--- src/rtl/dff_shift_bank_if.sv ---
// Control, data and status bundle for dff_shift_bank.
// The master side drives controls and reads state; the slave side is the register bank.
interface dff_shift_bank_if #(
    parameter int WIDTH = 8,
    parameter int DEPTH = 4
);
    localparam int CW = $clog2(DEPTH + 1);

    logic                   en;
    logic                   clr;
    logic [1:0]             mode;
    logic [WIDTH-1:0]       d_up;
    logic [WIDTH-1:0]       d_dn;
    logic [DEPTH*WIDTH-1:0] load_data;
    logic [DEPTH*WIDTH-1:0] q_all;
    logic [WIDTH-1:0]       q_head;
    logic [WIDTH-1:0]       q_tail;
    logic [CW-1:0]          fill_count;
    logic                   full;

    modport master (
        output en, clr, mode, d_up, d_dn, load_data,
        input  q_all, q_head, q_tail, fill_count, full
    );

    modport slave (
        input  en, clr, mode, d_up, d_dn, load_data,
        output q_all, q_head, q_tail, fill_count, full
    );
endinterface

--- src/rtl/dff_shift_bank.sv ---
// Bank of DEPTH x WIDTH registers: bidirectional shift, hold, parallel load and clear,
// with a saturating count of words inserted since the last clear.
module dff_shift_bank #(
    parameter  int WIDTH = 8,
    parameter  int DEPTH = 4,
    localparam int CW    = $clog2(DEPTH + 1)
) (
    input  logic            clk,
    input  logic            reset,
    dff_shift_bank_if.slave bus
);
    typedef enum logic [1:0] {
        MODE_HOLD = 2'b00,
        MODE_UP   = 2'b01,
        MODE_DN   = 2'b10,
        MODE_LOAD = 2'b11
    } mode_e;

    localparam logic [CW-1:0] FULL_COUNT = CW'(DEPTH);

    // Stage i occupies bits [i*WIDTH +: WIDTH], so shifts are plain slice concatenations.
    logic [DEPTH*WIDTH-1:0] bank;
    logic [CW-1:0]          cnt;

    always_ff @(posedge clk) begin
        if (reset) begin
            bank <= '0;
            cnt  <= '0;
        end else if (bus.en) begin
            if (bus.clr) begin
                bank <= '0;
                cnt  <= '0;
            end else begin
                case (bus.mode)
                    MODE_UP: begin
                        bank <= {bank[(DEPTH-1)*WIDTH-1:0], bus.d_up};
                        if (cnt != FULL_COUNT)
                            cnt <= cnt + 1'b1;
                    end
                    MODE_DN: begin
                        bank <= {bus.d_dn, bank[DEPTH*WIDTH-1:WIDTH]};
                        if (cnt != FULL_COUNT)
                            cnt <= cnt + 1'b1;
                    end
                    MODE_LOAD: begin
                        bank <= bus.load_data;
                        cnt  <= FULL_COUNT;
                    end
                    // Hold, and any unknown mode, leaves state untouched so X cannot leak in.
                    default: begin
                    end
                endcase
            end
        end
    end

    assign bus.q_all      = bank;
    assign bus.q_head     = bank[WIDTH-1:0];
    assign bus.q_tail     = bank[DEPTH*WIDTH-1 -: WIDTH];
    assign bus.fill_count = cnt;
    assign bus.full       = (cnt == FULL_COUNT);

endmodule
--- src/flat_wrapper.sv ---
// flat-port wrapper written by rule: the top's interface ports become plain ports
module dff_shift_bank_flat 
#(
    parameter  int WIDTH = 8,
    parameter  int DEPTH = 4,
    localparam int CW    = $clog2(DEPTH + 1)
)
  (clk, reset, bus_en, bus_clr, bus_mode, bus_d_up, bus_d_dn, bus_load_data, bus_q_all, bus_q_head, bus_q_tail, bus_fill_count, bus_full);
  dff_shift_bank_if #(.WIDTH(WIDTH), .DEPTH(DEPTH)) bus_i ();
  input  logic clk;
  input  logic reset;
  input wire logic [$bits(bus_i.en)-1:0] bus_en;
  input wire logic [$bits(bus_i.clr)-1:0] bus_clr;
  input wire logic [$bits(bus_i.mode)-1:0] bus_mode;
  input wire logic [$bits(bus_i.d_up)-1:0] bus_d_up;
  input wire logic [$bits(bus_i.d_dn)-1:0] bus_d_dn;
  input wire logic [$bits(bus_i.load_data)-1:0] bus_load_data;
  output wire logic [$bits(bus_i.q_all)-1:0] bus_q_all;
  output wire logic [$bits(bus_i.q_head)-1:0] bus_q_head;
  output wire logic [$bits(bus_i.q_tail)-1:0] bus_q_tail;
  output wire logic [$bits(bus_i.fill_count)-1:0] bus_fill_count;
  output wire logic [$bits(bus_i.full)-1:0] bus_full;
  assign bus_i.en = bus_en;
  assign bus_i.clr = bus_clr;
  assign bus_i.mode = bus_mode;
  assign bus_i.d_up = bus_d_up;
  assign bus_i.d_dn = bus_d_dn;
  assign bus_i.load_data = bus_load_data;
  assign bus_q_all = bus_i.q_all;
  assign bus_q_head = bus_i.q_head;
  assign bus_q_tail = bus_i.q_tail;
  assign bus_fill_count = bus_i.fill_count;
  assign bus_full = bus_i.full;
  dff_shift_bank #(.WIDTH(WIDTH), .DEPTH(DEPTH)) u_core (.clk(clk), .reset(reset), .bus(bus_i));
endmodule
--- config.mk ---
export PLATFORM = sky130hd
export DESIGN_NAME = dff_shift_bank_flat
export DESIGN_NICKNAME = d
export VERILOG_FILES = /design/src/rtl/dff_shift_bank_if.sv /design/src/rtl/dff_shift_bank.sv /design/src/flat_wrapper.sv
export SDC_FILE = /design/constraint.sdc
export NUM_CORES = 1
export LEC_CHECK = 0
export BUFFER_PORTS_ARGS = -buffer_cell sky130_fd_sc_hd__clkbuf_2
export CAP_MARGIN = 5
export CORE_ASPECT_RATIO = 0.5
export CORE_MARGIN = 3
export CORE_UTILIZATION = 48
export DETAILED_ROUTE_END_ITERATION = 16
export PLACE_DENSITY = 0.85
export SETUP_SLACK_MARGIN = 0.3
export SLEW_MARGIN = 5
export SYNTH_ARGS = -nofsm -noshare
export SYNTH_HDL_FRONTEND = slang
export SYNTH_SLANG_ARGS = --single-unit
--- constraint.sdc ---
create_clock -name clk -period 3.16 [get_ports clk]
set_clock_uncertainty 0.1 [all_clocks]
set_input_delay 0.474 -clock clk [delete_from_list [all_inputs] [get_ports clk]]
set_output_delay 0.474 -clock clk [all_outputs]
set_load 0.03 [all_outputs]
* Yosys cells after proc, flatten, opt, wreduce, memory -nomap -nowiden *
Index checks and enable logic that the tools add are counted.

operators by class
  equality and inequality tests = 6
  reductions and logical operators = 5
  multiplexer cells = 5
  $add $sub $neg = 1

operators with widths
  cell                                           count
  case mux 32 bit (3 select lines)               1
  two-way mux 32 bit                             1
  two-way mux 3 bit                              2
  case mux 3 bit (2 select lines)                1
  == test 2 bit, second input constant           2
  nonzero test 4 bit                             1
  adder 3 x 1 -> 3 bit, second input constant    1
  == test 3 bit, second input constant           1
  != test 3 x 1 -> 1 bit, second input constant  1
  != test 3 bit, second input constant           1
  AND reduction 3 bit                            1
  nonzero test 3 bit                             1
  == test 2 x 1 -> 1 bit, second input constant  1
  AND reduction 2 bit                            1
  OR reduction 2 bit                             1

storage, ports and cells
  word-level logic and storage cells = 19
  input bits = 54
  output and inout bits = 52
  bits in registers = 35

* Depth between registers and ports, before layout *
  word-level depth = 4
  depth in mapped cells = 7
  gate-level depth less buffers = 5

* Worst setup path after synthesis *
Ideal clock, no wire load.

  kind = in2reg
  from = input bus_mode[0]
  to = register u_core.bank[11], in the netlist u_core.bus.q_all[11]
  data required time = 2.990 ns
  setup time = 0.070 ns
  buffers on the path = 2
  arrival time = 1.766 ns
  path slack = 1.224 ns
  stages on the path = 7
  path through = inv_1 > ha_1 > nor2b_2 > or4_4 > buf_6 > buf_8 > o2bb2ai_1

on the way
  longest elaborated chain between the ends = 3
  elaborated cells on any way between the ends = 7
  those cells by class = eq/ne (3); mux (2); reduce/logical (2)

ends and longest elaborated chain
  element                                                                        line                  RTL
  from (decl)                                                                    flat_wrapper.sv:14    input wire logic [$bits(bus_i.mode)-1:0] bus_mode;
  == test 2 bit / == test 2 x 1 -> 1 bit (equally long branches)                 dff_shift_bank.sv:34  case (bus.mode)
  case mux 32 bit (3 select lines) / nonzero test 4 bit (equally long branches)  n/a
  two-way mux 32 bit / AND reduction 2 bit (equally long branches)               n/a
  to (signal assigned)                                                           dff_shift_bank.sv:36  bank <= {bank[(DEPTH-1)*WIDTH-1:0], bus.d_up};
  to (signal assigned)                                                           dff_shift_bank.sv:41  bank <= {bus.d_dn, bank[DEPTH*WIDTH-1:WIDTH]};
  to (signal assigned)                                                           dff_shift_bank.sv:46  bank <= bus.load_data;
  to (decl)                                                                      dff_shift_bank.sv:22  logic [DEPTH*WIDTH-1:0] bank;

Parallel ways exist; a longest one is shown, timed or not.
A chain may end at the register's enable or synchronous reset.

* Final worst setup path *
  from = input bus_mode[0]
  to = register u_core.bank[15], in the netlist u_core.bus.q_all[15]

Same word-level chain as after synthesis.

==> flow_summary.json <==
{
  "outcome": "finished, final reports clean",
  "gr-total-overflow": 0,
  "cts_buffers": 5,
  "crit_top_cell": "buf_4",
  "grt_pass1_vias": 1790,
  "cp_cell_sequence": "clkbuf_2 -> inv_1 -> ha_1 -> buf_4 -> nor2_2 -> buf_4 -> a21oi_1 -> o2bb2ai_1",
  "crit_slowest_cell": "nor2_2",
  "ir_drop_uv": 185,
  "max_freq_mhz": 481,
  "pin_count": 106,
  "path_clk_slew_ns": 0.07,
  "nets": 337,
  "swShare_pct": 30.5,
  "crit_type": "in -> reg",
  "rsz0062_at_grt": "false",
  "grt_pass1_wl_um": 8600,
  "min_path_type": "in -> reg",
  "finalSetupViolCount": 0,
  "netlist.top_cell.by_area": "dfxtp_1",
  "comb_power_share_pct": 19.5,
  "start_util_pct": 52.6,
  "maxSlewViolCount": 0,
  "synth.top_cell.area_share_pct": 36.7,
  "power.density_nw_per_um2": 413,
  "postCtsSetupBuffers": 0,
  "clockRootBuffer": "clkbuf_8",
  "seq_area_frac_synth_pct": 36.7,
  "cp.arrival_ns": 2.21,
  "die_area_um2": 4810,
  "grt_max_degree": 34,
  "ff2ff_setup_slack_ns": 1.63,
  "hold_violations": 0,
  "numClockSinks": 35,
  "switching_power_mw": 0.299,
  "final_cells": 330,
  "intPower_mw": 0.680,
  "power_frac_seq_pct": 47.3,
  "syn_area_um2": 1910,
  "crit_path_max_fanout": 33,
  "final_cell_area_um2": 2370,
  "numPortBuffers": 105,
  "drtIter0Drc": 217,
  "ys_types": 32,
  "die_w_um": 95.1,
  "clock_latency_ns": 0.30,
  "fp.dieH_um": 50.6,
  "drive_above_1_share_pct": 43.7,
  "r2r-end": "u_core.bus.fill_count[0]",
  "avgViaCountPerCell": 5.81,
  "yosys_warnings": 0,
  "worstReg2RegStart": "u_core.bus.fill_count[0]",
  "crit_start": "bus_mode[0]",
  "seq_area_um2": 701,
  "postPlaceCellArea_um2": 2290,
  "leakage_nw": 1.11,
  "cp-end-kind": "register",
  "tns_ns": 0,
  "slew_headroom_pct": 55.6,
  "dr.pass1.iters": 4,
  "tightest_slew_ns": 0.666,
  "worstPathRequired_ns": 3.29,
  "critPathLaunchType": "input port",
  "ctsHtreeMaxLevel": 2,
  "fin_crit_sh_pct": 65.8,
  "worstHoldPathCells": 2,
  "power.clock.fraction_pct": 33.2,
  "fill_cells": 317,
  "cts_resized": 0,
  "rows": 15,
  "ctsHoldBuffers": 0,
  "core_area_um2": 3620,
  "diodes": 0,
  "r2r_cells": 5,
  "synth_nets": 255,
  "area_growth_pct": 24.5,
  "cts.path.max_buffers": 2,
  "drt-total-wl_um": 5510,
  "multi_input_area_um2": 953,
  "synth_area_per_cell_um2": 9.73,
  "dp.cells": 322,
  "syn_inst": 196,
  "drc_errors": 0,
  "slowest_delay_ns": 0.57,
  "via_count": 1916,
  "gp_congestion": 0.834,
  "period_needed_ns": 2.08,
  "grtUsageTotal_pct": 22.8,
  "cts_tree": "done",
  "synthTopCellsByArea": "dfxtp_1 (37%), a22o_1 (15%), o2bb2ai_1 (15%), a21oi_1 (8.7%), buf_4 (6.3%)",
  "maxCapViolCount": 0,
  "crit_end": "u_core.bus.q_all[15]",
  "hpwlAfterDp_um": 4070,
  "antenna_found_initial": 0,
  "synth_seq_cells": 35,
  "antenna_left": 0,
  "wl_per_cell_um": 16.7
}
registers in the layout, indices dropped and copies added (netlist names):
register,count
u_core.bus.fill_count,3
u_core.bus.q_all,32
routing by layer:
layer	global-route usage [%]	share of wire (%)
met4	8.61	1.8
met3	7.04	10
met2	35.1	47
met1	30.0	41
met5	0	0
final cells by class:
type / count / share of cell area (%)
Inverter: 4 / 0.633
Timing Repair Buffer: 109 / 23.4
Sequential cell: 35 / 29.5
Clock buffer: 6 / 3.06
Tap cell: 51 / 2.69
Multi-Input combinational cell: 123 / 40.2
Clock inverter: 2 / 0.527
worst max-delay path: cells and delay by family:
family	cells	cell delay, ns
buffers and inverters	4	0.73
and+or+nand+nor	1	0.57
AOI/OAI and AO/OA	2	0.23
adders and majority gates	1	0.18
synth_stat cells:
cell type  instances
a211oi_1           1
a21oi_1           33
a21oi_2            1
a221oi_1           1
a22o_1            32
a31oi_1            1
and2_1             1
and4bb_2           1
buf_2              3
buf_4             16
buf_6              2
buf_8              3
clkbuf_1          10
dfxtp_1           35
ha_1               5
inv_1              3
inv_2              1
nand2b_1           1
nand3b_1           1
nand4_1            1
nor2_1             1
nor2b_1            1
nor2b_2            1
nor3_1             1
nor3b_1            2
nor4bb_1           1
o211a_1            1
o2bb2ai_1         32
o31ai_1            1
or3_1              1
or3b_1             1
or4_4              1
cells by family after synthesis:
| kind of cell | synth area share, % |
|---|---|
| compound gates | 40.6 |
| buf+inv | 13.4 |
| flops | 36.7 |
| simple gates | 5.97 |
| fa+ha+maj | 3.28 |
placed cells by master, fill, tap and decap left out, types with 2 or more instances in the layout:
cell type  count
buf_4          4
ha_1           5
dfxtp_1       35
clkbuf_8       5
clkbuf_2     105
nor3b_1        2
a21oi_1       33
a22o_1        32
o2bb2ai_1     32
inv_1          3
how the worst min path moves through the flow:
stage | start | endpoint | slack (ns)
2_1_floorplan | reset | u_core.bus.fill_count[1] | 0.44
3_3_place_gp | u_core.bus.q_all[24] | u_core.bus.q_all[24] | 0.38
3_5_place_dp | u_core.bus.q_all[24] | u_core.bus.q_all[24] | 0.39
4_1_cts | reset | u_core.bus.fill_count[1] | 0.33
5_1_grt | reset | u_core.bus.fill_count[1] | 0.34
6_report | reset | u_core.bus.fill_count[1] | 0.33
power by group through the flow:
| stage | Clock, mW | Combinational, mW | Sequential (mW) |
|---|---|---|---|
| 6_report | 0.325 | 0.191 | 0.464 |
| 3_5_place_dp | 0 | 0.189 | 0.474 |
| 5_1_grt | 0.338 | 0.207 | 0.465 |
| 4_1_cts | 0.325 | 0.190 | 0.463 |
| 2_1_floorplan | 0 | 0.111 | 0.491 |
| 3_3_place_gp | 0 | 0.184 | 0.473 |
per-stage QoR:
stage / total power, mW / hold WS [ns] / setup WS (ns) / utilization, %
detailed placement: 0.663 / 0.393 / 0.801 / 63.2
global placement: 0.657 / 0.385 / 0.881 / 63.2
floorplan: 0.602 / 0.443 / 1.22 / -
global route: 1.01 / 0.339 / 0.917 / 65.5
finish: 0.980 / 0.327 / 1.08 / 65.5
CTS: 0.978 / 0.329 / 1.09 / 65.5
Power figures use the tool's default switching activity.
